===== src/rtl/alu_pkg.sv =====
// Shared definitions for the ALU family: ALUop encoding, sequencer states
// and small op-classification helpers used by the serial ALU and its slice.
package alu_pkg;

  localparam logic [3:0] OP_AND = 4'b0000;
  localparam logic [3:0] OP_OR  = 4'b0001;
  localparam logic [3:0] OP_ADD = 4'b0010;
  localparam logic [3:0] OP_SUB = 4'b0110;
  localparam logic [3:0] OP_SLT = 4'b0111;
  localparam logic [3:0] OP_NOR = 4'b1100;

  typedef enum logic [1:0] {
    S_IDLE = 2'd0,
    S_RUN  = 2'd1,
    S_DONE = 2'd2
  } state_t;

  function automatic logic is_supported_op(input logic [3:0] op);
    case (op)
      OP_AND, OP_OR, OP_ADD, OP_SUB, OP_SLT, OP_NOR: return 1'b1;
      default:                                       return 1'b0;
    endcase
  endfunction

  // SUB and SLT both run through the adder with B inverted and a carry seed of 1.
  function automatic logic is_sub_op(input logic [3:0] op);
    return (op == OP_SUB) || (op == OP_SLT);
  endfunction

endpackage


===== src/rtl/alu_bit_slice.sv =====
// Combinational 1-bit ALU slice: AND, OR or full-adder sum of one bit pair.
// Any operand inversion (B for subtract, result for NOR) lives in the sequencer.
module alu_bit_slice
  import alu_pkg::*;
(
  input  logic       a,
  input  logic       b,
  input  logic       cin,
  input  logic [3:0] op,
  output logic       res,
  output logic       cout
);

  // Logic ops never produce a carry, so the sequencer's carry chain stays quiet.
  always_comb begin
    res  = 1'b0;
    cout = 1'b0;
    case (op)
      OP_AND:                 res = a & b;
      OP_OR, OP_NOR:          res = a | b;
      OP_ADD, OP_SUB, OP_SLT: begin
        res  = a ^ b ^ cin;
        cout = (a & b) | (cin & (a ^ b));
      end
      default: ;
    endcase
  end

endmodule


===== src/rtl/alu_serial_seq.sv =====
// Bit-serial ALU: one W-bit operation computed LSB first through a single
// 1-bit slice, with operands and results exchanged over valid/ready ports.
module alu_serial_seq
  import alu_pkg::*;
#(
  parameter int W  = 6,
  parameter int CW = 3
) (
  input  logic         clk,
  input  logic         rst,
  input  logic         in_valid,
  output logic         in_ready,
  input  logic [W-1:0] a,
  input  logic [W-1:0] b,
  input  logic [3:0]   alu_op,
  input  logic         carry_in,
  output logic         out_valid,
  input  logic         out_ready,
  output logic [W-1:0] result,
  output logic         carry_out,
  output logic         overflow,
  output logic         zero,
  output logic         op_err
);

  state_t         r_state;
  state_t         w_nextState;
  logic [W-1:0]   r_aShift;
  logic [W-1:0]   r_bShift;
  logic [W-1:0]   r_resShift;
  logic [3:0]     r_op;
  logic           r_carry;
  logic [CW-1:0]  r_cnt;
  logic           r_carryOut;
  logic           r_overflow;
  logic           r_zero;
  logic           r_opErr;

  logic           w_accept;
  logic           w_lastStep;
  logic           w_sliceRes;
  logic           w_sliceCout;
  logic           w_bit;
  logic           w_ovfRaw;
  logic           w_isAddSub;
  logic [W-1:0]   w_shifted;
  logic [W-1:0]   w_final;

  alu_bit_slice u_slice (
    .a    (r_aShift[0]),
    .b    (r_bShift[0]),
    .cin  (r_carry),
    .op   (r_op),
    .res  (w_sliceRes),
    .cout (w_sliceCout)
  );

  assign w_accept    = in_valid & in_ready;
  assign w_lastStep  = (r_state == S_RUN) && (r_cnt == CW'(W - 1));
  assign w_bit       = (r_op == OP_NOR) ? ~w_sliceRes : w_sliceRes;
  assign w_shifted   = {w_bit, r_resShift[W-1:1]};
  // On the MSB step r_carry is the carry into the MSB.
  assign w_ovfRaw    = r_carry ^ w_sliceCout;
  assign w_isAddSub  = (r_op == OP_ADD) || (r_op == OP_SUB);

  // SLT replaces the difference with its corrected sign bit; bad ops force zero.
  always_comb begin
    w_final = w_shifted;
    if (!is_supported_op(r_op)) begin
      w_final = '0;
    end else if (r_op == OP_SLT) begin
      w_final = {{(W-1){1'b0}}, w_sliceRes ^ w_ovfRaw};
    end
  end

  always_ff @(posedge clk) begin
    if (rst) begin
      r_state <= S_IDLE;
    end else begin
      r_state <= w_nextState;
    end
  end

  always_comb begin
    w_nextState = r_state;
    in_ready    = 1'b0;
    out_valid   = 1'b0;
    case (r_state)
      S_IDLE: begin
        in_ready = 1'b1;
        if (in_valid) w_nextState = S_RUN;
      end
      S_RUN: begin
        if (w_lastStep) w_nextState = S_DONE;
      end
      S_DONE: begin
        out_valid = 1'b1;
        if (out_ready) w_nextState = S_IDLE;
      end
      default: w_nextState = S_IDLE;
    endcase
  end

  // Datapath: capture on accept, then shift one bit per RUN cycle; flags and
  // the final result are latched on the MSB step and held through DONE.
  always_ff @(posedge clk) begin
    if (rst) begin
      r_aShift   <= '0;
      r_bShift   <= '0;
      r_resShift <= '0;
      r_op       <= OP_AND;
      r_carry    <= 1'b0;
      r_cnt      <= '0;
      r_carryOut <= 1'b0;
      r_overflow <= 1'b0;
      r_zero     <= 1'b0;
      r_opErr    <= 1'b0;
    end else if (w_accept) begin
      r_aShift   <= a;
      r_bShift   <= is_sub_op(alu_op) ? ~b : b;
      r_resShift <= '0;
      r_op       <= alu_op;
      r_carry    <= is_sub_op(alu_op) ? 1'b1 : ((alu_op == OP_ADD) ? carry_in : 1'b0);
      r_cnt      <= '0;
      r_carryOut <= 1'b0;
      r_overflow <= 1'b0;
      r_zero     <= 1'b0;
      r_opErr    <= 1'b0;
    end else if (r_state == S_RUN) begin
      r_aShift <= r_aShift >> 1;
      r_bShift <= r_bShift >> 1;
      r_carry  <= w_sliceCout;
      if (w_lastStep) begin
        r_cnt      <= '0;
        r_resShift <= w_final;
        r_carryOut <= w_sliceCout;
        r_overflow <= w_isAddSub ? w_ovfRaw : 1'b0;
        r_zero     <= (w_final == '0);
        r_opErr    <= !is_supported_op(r_op);
      end else begin
        r_cnt      <= r_cnt + CW'(1);
        r_resShift <= w_shifted;
      end
    end
  end

  assign result    = r_resShift;
  assign carry_out = r_carryOut;
  assign overflow  = r_overflow;
  assign zero      = r_zero;
  assign op_err    = r_opErr;

endmodule


===== config.mk =====
export PLATFORM = sky130hd
export DESIGN_NAME = alu_serial_seq
export DESIGN_NICKNAME = d
export VERILOG_FILES = /design/src/rtl/alu_pkg.sv /design/src/rtl/alu_bit_slice.sv /design/src/rtl/alu_serial_seq.sv
export SDC_FILE = /design/constraint.sdc
export NUM_CORES = 1
export LEC_CHECK = 0
export ABC_AREA = 0
export CAP_MARGIN = 20
export CELL_PAD_IN_SITES_DETAIL_PLACEMENT = 1
export CELL_PAD_IN_SITES_GLOBAL_PLACEMENT = 2
export CORE_MARGIN = 5
export CORE_UTILIZATION = 38
export CTS_CLUSTER_DIAMETER = 30
export DETAILED_ROUTE_END_ITERATION = 10
export DONT_BUFFER_PORTS = 1
export PLACE_DENSITY_LB_ADDON = 0.1
export SYNTH_ARGS = -nofsm -noshare
export SYNTH_HDL_FRONTEND = slang
export SYNTH_SLANG_ARGS = --single-unit

===== constraint.sdc =====
create_clock -name clk -period 5.2 [get_ports clk]
set_clock_uncertainty 0.2 [all_clocks]
set_input_delay 0 -clock clk [delete_from_list [all_inputs] [get_ports clk]]
set_output_delay 0 -clock clk [all_outputs]
set_load 0.005 [all_outputs]

Yosys cells after proc, flatten, opt, wreduce, memory -nomap -nowiden
Cells that the tools add are included.

Add/subtract/negate cells: 1. Equality and inequality tests: 14. Mux-type cells: 28. Bitwise gates (word level): 11. Reductions and logical operators: 14.

Operator list (number): 2-to-1 mux 6 bit (8); == test 4 x 3 -> 1 bit (second input constant) (4); 2-to-1 mux 1 bit (14); == test 4 x 2 -> 1 bit (second input constant) (2); logical NOT 6 bit (1); 2-to-1 mux 2 bit (3); != test 2 bit (second input constant) (3); inverter 6 bit (1); case mux 2 bit (3 select lines) (1); OR reduction 6 bit (1); == test 4 x 1 -> 1 bit (second input constant) (1); == test 4 bit (second input constant) (1); logical NOT 4 bit (1); OR reduction 2 bit (2); bitwise XOR 1 bit (4); adder 3 x 1 -> 3 bit (second input constant) (1); bitwise AND 1 bit (3); == test 3 bit (second input constant) (1); 2-to-1 mux 3 bit (1); case mux 1 bit (3 select lines) (1); AND reduction 3 bit (1); OR reduction 3 bit (1); == test 2 x 1 -> 1 bit (second input constant) (1); == test 2 bit (second input constant) (1); 8 further kinds (10).

Bits in registers: 32.

Depth between registers and ports, before layout
Word-level depth: 9. Gate-level depth with buffers: 8. Mapped depth without buffers: 8.

Modules after synthesis
From an unflattened synthesis, not the netlist that was laid out.

Cell total of the unflattened synthesis: 188. Area total of the unflattened synthesis: 1569.0 µm².

By module, submodules not included: alu_serial_seq (instances 1, cells an instance 173, area an instance 1456.4 µm², seq. area each 640.6 µm²); alu_bit_slice (instances 1, cells an instance 15, area an instance 112.6 µm², seq. area each 0.0 µm²).

Worst setup path after synthesis
Ideal clock, no wire load.

Path kind: flip-flop to flip-flop. Start: register r_bShift[0]. End: register r_resShift[0], in the netlist result[0]. Library setup time: 0.079 ns. Arrival: 1.644 ns. Required time: 4.921 ns. Path slack: 3.276 ns. Stages on the path, launching flop included: 7. Clock period less this slack: 1.924 ns. Cells stage by stage: dfxtp_1 -> fa_1 -> a31oi_1 -> o32ai_2 -> xor2_1 -> a2bb2oi_2 -> a211oi_2.

Word-level cells in the longest chain between the ends: 9.

RTL lines: from (decl) (RTL line alu_serial_seq.sv:29) `logic [W-1:0] r_bShift;`; from (signal assigned) (RTL line alu_serial_seq.sv:120) `r_bShift <= is_sub_op(alu_op) ? ~b : b;`; from (signal assigned) (RTL line alu_serial_seq.sv:131) `r_bShift <= r_bShift >> 1;`; bitwise XOR 1 bit (RTL line alu_bit_slice.sv:22, alu_bit_slice.sv:23); bitwise AND 1 bit (RTL line alu_bit_slice.sv:23) `cout = (a & b) | (cin & (a ^ b));`; bitwise OR 1 bit (RTL line alu_bit_slice.sv:23); 2-to-1 mux 1 bit (RTL line alu_bit_slice.sv:18) `case (op)`; bitwise XOR 1 bit (RTL line alu_serial_seq.sv:63) `assign w_ovfRaw = r_carry ^ w_sliceCout;`; bitwise XOR 1 bit * (RTL line alu_serial_seq.sv:72) `w_final = {{(W-1){1'b0}}, w_sliceRes ^ w_ovfRaw};`; 2-to-1 mux 6 bit * (RTL line alu_serial_seq.sv:71) `end else if (r_op == OP_SLT) begin`; 2-to-1 mux 6 bit * (RTL line alu_serial_seq.sv:69) `if (!is_supported_op(r_op)) begin`; 2-to-1 mux 6 bit * (RTL line alu_serial_seq.sv:133) `if (w_lastStep) begin`; to (signal assigned) (RTL line alu_serial_seq.sv:135) `r_resShift <= w_final;`; to (signal assigned) (RTL line alu_serial_seq.sv:142) `r_resShift <= w_shifted;`; to (decl) (RTL line alu_serial_seq.sv:30) `logic [W-1:0] r_resShift;`.

Every way passes the cells marked *; elsewhere a longest branch is shown, timed or not. A chain may end at the register's enable or synchronous reset.

Final worst setup path
Start: register r_state[0]. End: register r_zero, in the netlist zero.

Word-level cells in the longest chain between the ends: 4.

RTL lines: from (decl) (RTL line alu_serial_seq.sv:26) `state_t r_state;`; from (signal assigned) (RTL line alu_serial_seq.sv:80) `r_state <= w_nextState;`; logical NOT 2 bit (RTL line alu_serial_seq.sv:88) `case (r_state)`; 2-to-1 mux 1 bit (RTL line alu_serial_seq.sv:88); named net in_ready (RTL line alu_serial_seq.sv:12) `output logic in_ready,`; bitwise AND 1 bit (RTL line alu_serial_seq.sv:58) `assign w_accept = in_valid & in_ready;`; OR reduction 2 bit (no line); to (signal assigned) (RTL line alu_serial_seq.sv:138) `r_zero <= (w_final == '0);`; to (decl) (RTL line alu_serial_seq.sv:36) `logic r_zero;`.

The timed path passes the listed nets, and every way through them passes these cells.

==> impl_metrics.json <==
{
  "drcViolationCount": 0,
  "period_minus_slack_ns": 2.28,
  "dp_cells": 241,
  "r2r_start": "r_state[0]",
  "clock.fmax_mhz": 438,
  "synthesis.nets": 227,
  "hp-start": "in_valid",
  "finalCritPeriodShare": 0.439,
  "cp-end-kind": "register",
  "post-cts-setup-buffers": 0,
  "synthFlopType": "dfxtp_1",
  "diodes": 0,
  "nets": 245,
  "routed_via_density": 5.35,
  "path_clk_slew_ns": 0.07,
  "antenna_found_initial": 0,
  "final_max_slew_viol_count": 0,
  "drive_gt1_frac": 0.0545,
  "ys_ff_latch": 32,
  "slew_headroom": 0.445,
  "clk_latency_ns": 0.27,
  "grt_max_degree": 22,
  "die_area_um2": 5670,
  "die_height_um": 75.3,
  "grt_pass1_wl_mm": 6.81,
  "clock_sinks": 32,
  "htreeDepth": 2,
  "path_max_fanout": 19,
  "netlist_area_um2": 1620,
  "critPathRequiredTime_ns": 5.20,
  "cellPowerDensity_nw_per_um2": 279,
  "post_cts_resized": 0,
  "ios": 33,
  "areaGrowthSynthToFinish_pct": 19.3,
  "leakagePower_uw": 0.000698,
  "post-dp-hpwl_mm": 2.94,
  "wirelength_mm": 4.18,
  "hold_violations": 0,
  "worst_slew_pin_slew_ns": 0.830,
  "place.gp.congestion": 0.784,
  "crit_arrival_ns": 2.28,
  "setup_viol_count_final": 0,
  "ant_nets": 0,
  "startpoint": "r_state[0]",
  "layout.cells.non_filler": 270,
  "setup_tns_ns": 0,
  "dr.pass1.iters": 4,
  "coreArea_um2": 4060,
  "status": "completed",
  "io_buffers": 0,
  "critical_path_class": "reg2reg",
  "final_cell_mix": "39 x nand2_1, 32 x dfxtp_1, 28 x a21oi_1",
  "synth_edf_count": 0,
  "routedWlPerCell_um": 15.5,
  "ys.warnings.count": 0,
  "grt-ovfl-total": 0,
  "drv_cap": 0,
  "vias": 1445,
  "die_x_um": 75.3,
  "ys_seq_area_frac": 0.395,
  "initial_utilization": 0.400,
  "synth.distinct_cells": 36,
  "cts-buffers-inserted": 5,
  "cts_tree": "built",
  "async_reset_ff_frac": 0,
  "final_common_cell": "nand2_1",
  "grt_pass1_vias": 1450,
  "crit_path_start_kind": "register",
  "first_iter_violations": 41,
  "syn_avg_cell_area_um2": 8.07,
  "p_total_uw": 540,
  "synth.top_cell.area_share": 0.395,
  "clockBufferDepth": 2,
  "ir_worst_vdd_uv": 164,
  "hold_path.class": "in2reg",
  "grt_usage": 0.157,
  "root_buffer": "clkbuf_8",
  "synth.area.top_cells": "dfxtp_1 40%, nand2_1 9.0%, a21oi_1 8.6%",
  "yosysTopAreaCell": "dfxtp_1",
  "rsz0062_at_grt": "no",
  "syn_inst": 201,
  "rows": 23
}
## repair_timing
action	in CTS	in global routing
setup endpoints to repair	0	0
hold buffers	21	0
hold endpoints to repair	21	0
## final cells by class
cell class,count,area (um2)
Clock buffer,8,90.1
Fill cell,489,2120
Inverter,5,18.8
Multi-Input combinational cell,153,905
Sequential cell,32,641
Tap cell,50,62.6
Timing Repair Buffer,22,218
## cell usage after synthesis (2+ instances only)
library cell   n
nand2_1       39
dfxtp_1       32
a21oi_1       28
nor2_1        20
nand3_1       10
clkbuf_1       8
xnor2_1        7
a22oi_1        5
a311oi_1       5
inv_1          5
nand2b_1       5
ha_1           4
xor2_1         4
nor4b_1        3
a2bb2oi_1      2
buf_6          2
nor2b_1        2
o31ai_1        2
## power by group
part / internal, uW / switching, uW
logic: 34.3 / 43.4
registers: 257 / 11.3
clock network: 108 / 87.0
total: 399 / 142
## routing by layer
metal / GRT usage / wire length, um
met2: 0.259 / 2000
met3: 0.0409 / 231
met1: 0.201 / 1930
met5: 0 / 0
met4: 0.0466 / 19
## metrics by stage
step,instance area (um2),utilization,hold WS (ns),worst slack (ns)
detailed placement,1630,0.403,-0.123,2.89
finish,1930,0.477,0.0319,2.92
global route,1930,0.477,0.0618,2.70
global placement,1630,0.403,-0.125,3.09
floorplan,1620,-,-0.0640,3.28
CTS,1930,0.477,0.0318,2.89
## kinds of logic after synthesis
| family | count (synthesis) | synth area share |
|---|---|---|
| AOI/OAI and AO/OA | 47 | 0.191 |
| xor gates and xnor gates | 11 | 0.0594 |
| adders and majority gates | 5 | 0.0432 |
| buffers and inverters | 16 | 0.0471 |
| DFF | 32 | 0.395 |
| muxes | 1 | 0.00617 |
| and+or+nand+nor | 89 | 0.258 |
## state kept, by name (all words and copies together), names as in the netlist, 2 cells and up
| register | count |
|---|---|
| r_state | 2 |
| r_cnt | 3 |
| r_op | 4 |
| result | 6 |
| r_aShift | 6 |
| r_bShift | 6 |
## worst max-delay path: stages (launching register included)
cell and delay [ns]:
dfxtp_1 0.41, nor2_1 0.12, nand2_1 0.48, nand2b_1 0.44
o31ai_1 0.36, a2bb2oi_1 0.20
## worst paths after layout
path	end	slack (ns)	depth (start not counted)
min	r_bShift[5]	0.03	3
max reg2reg	zero	2.92	5
max	zero	2.92	5
min reg2reg	r_aShift[3]	0.26	2
Power figures use the tool's default switching activity.
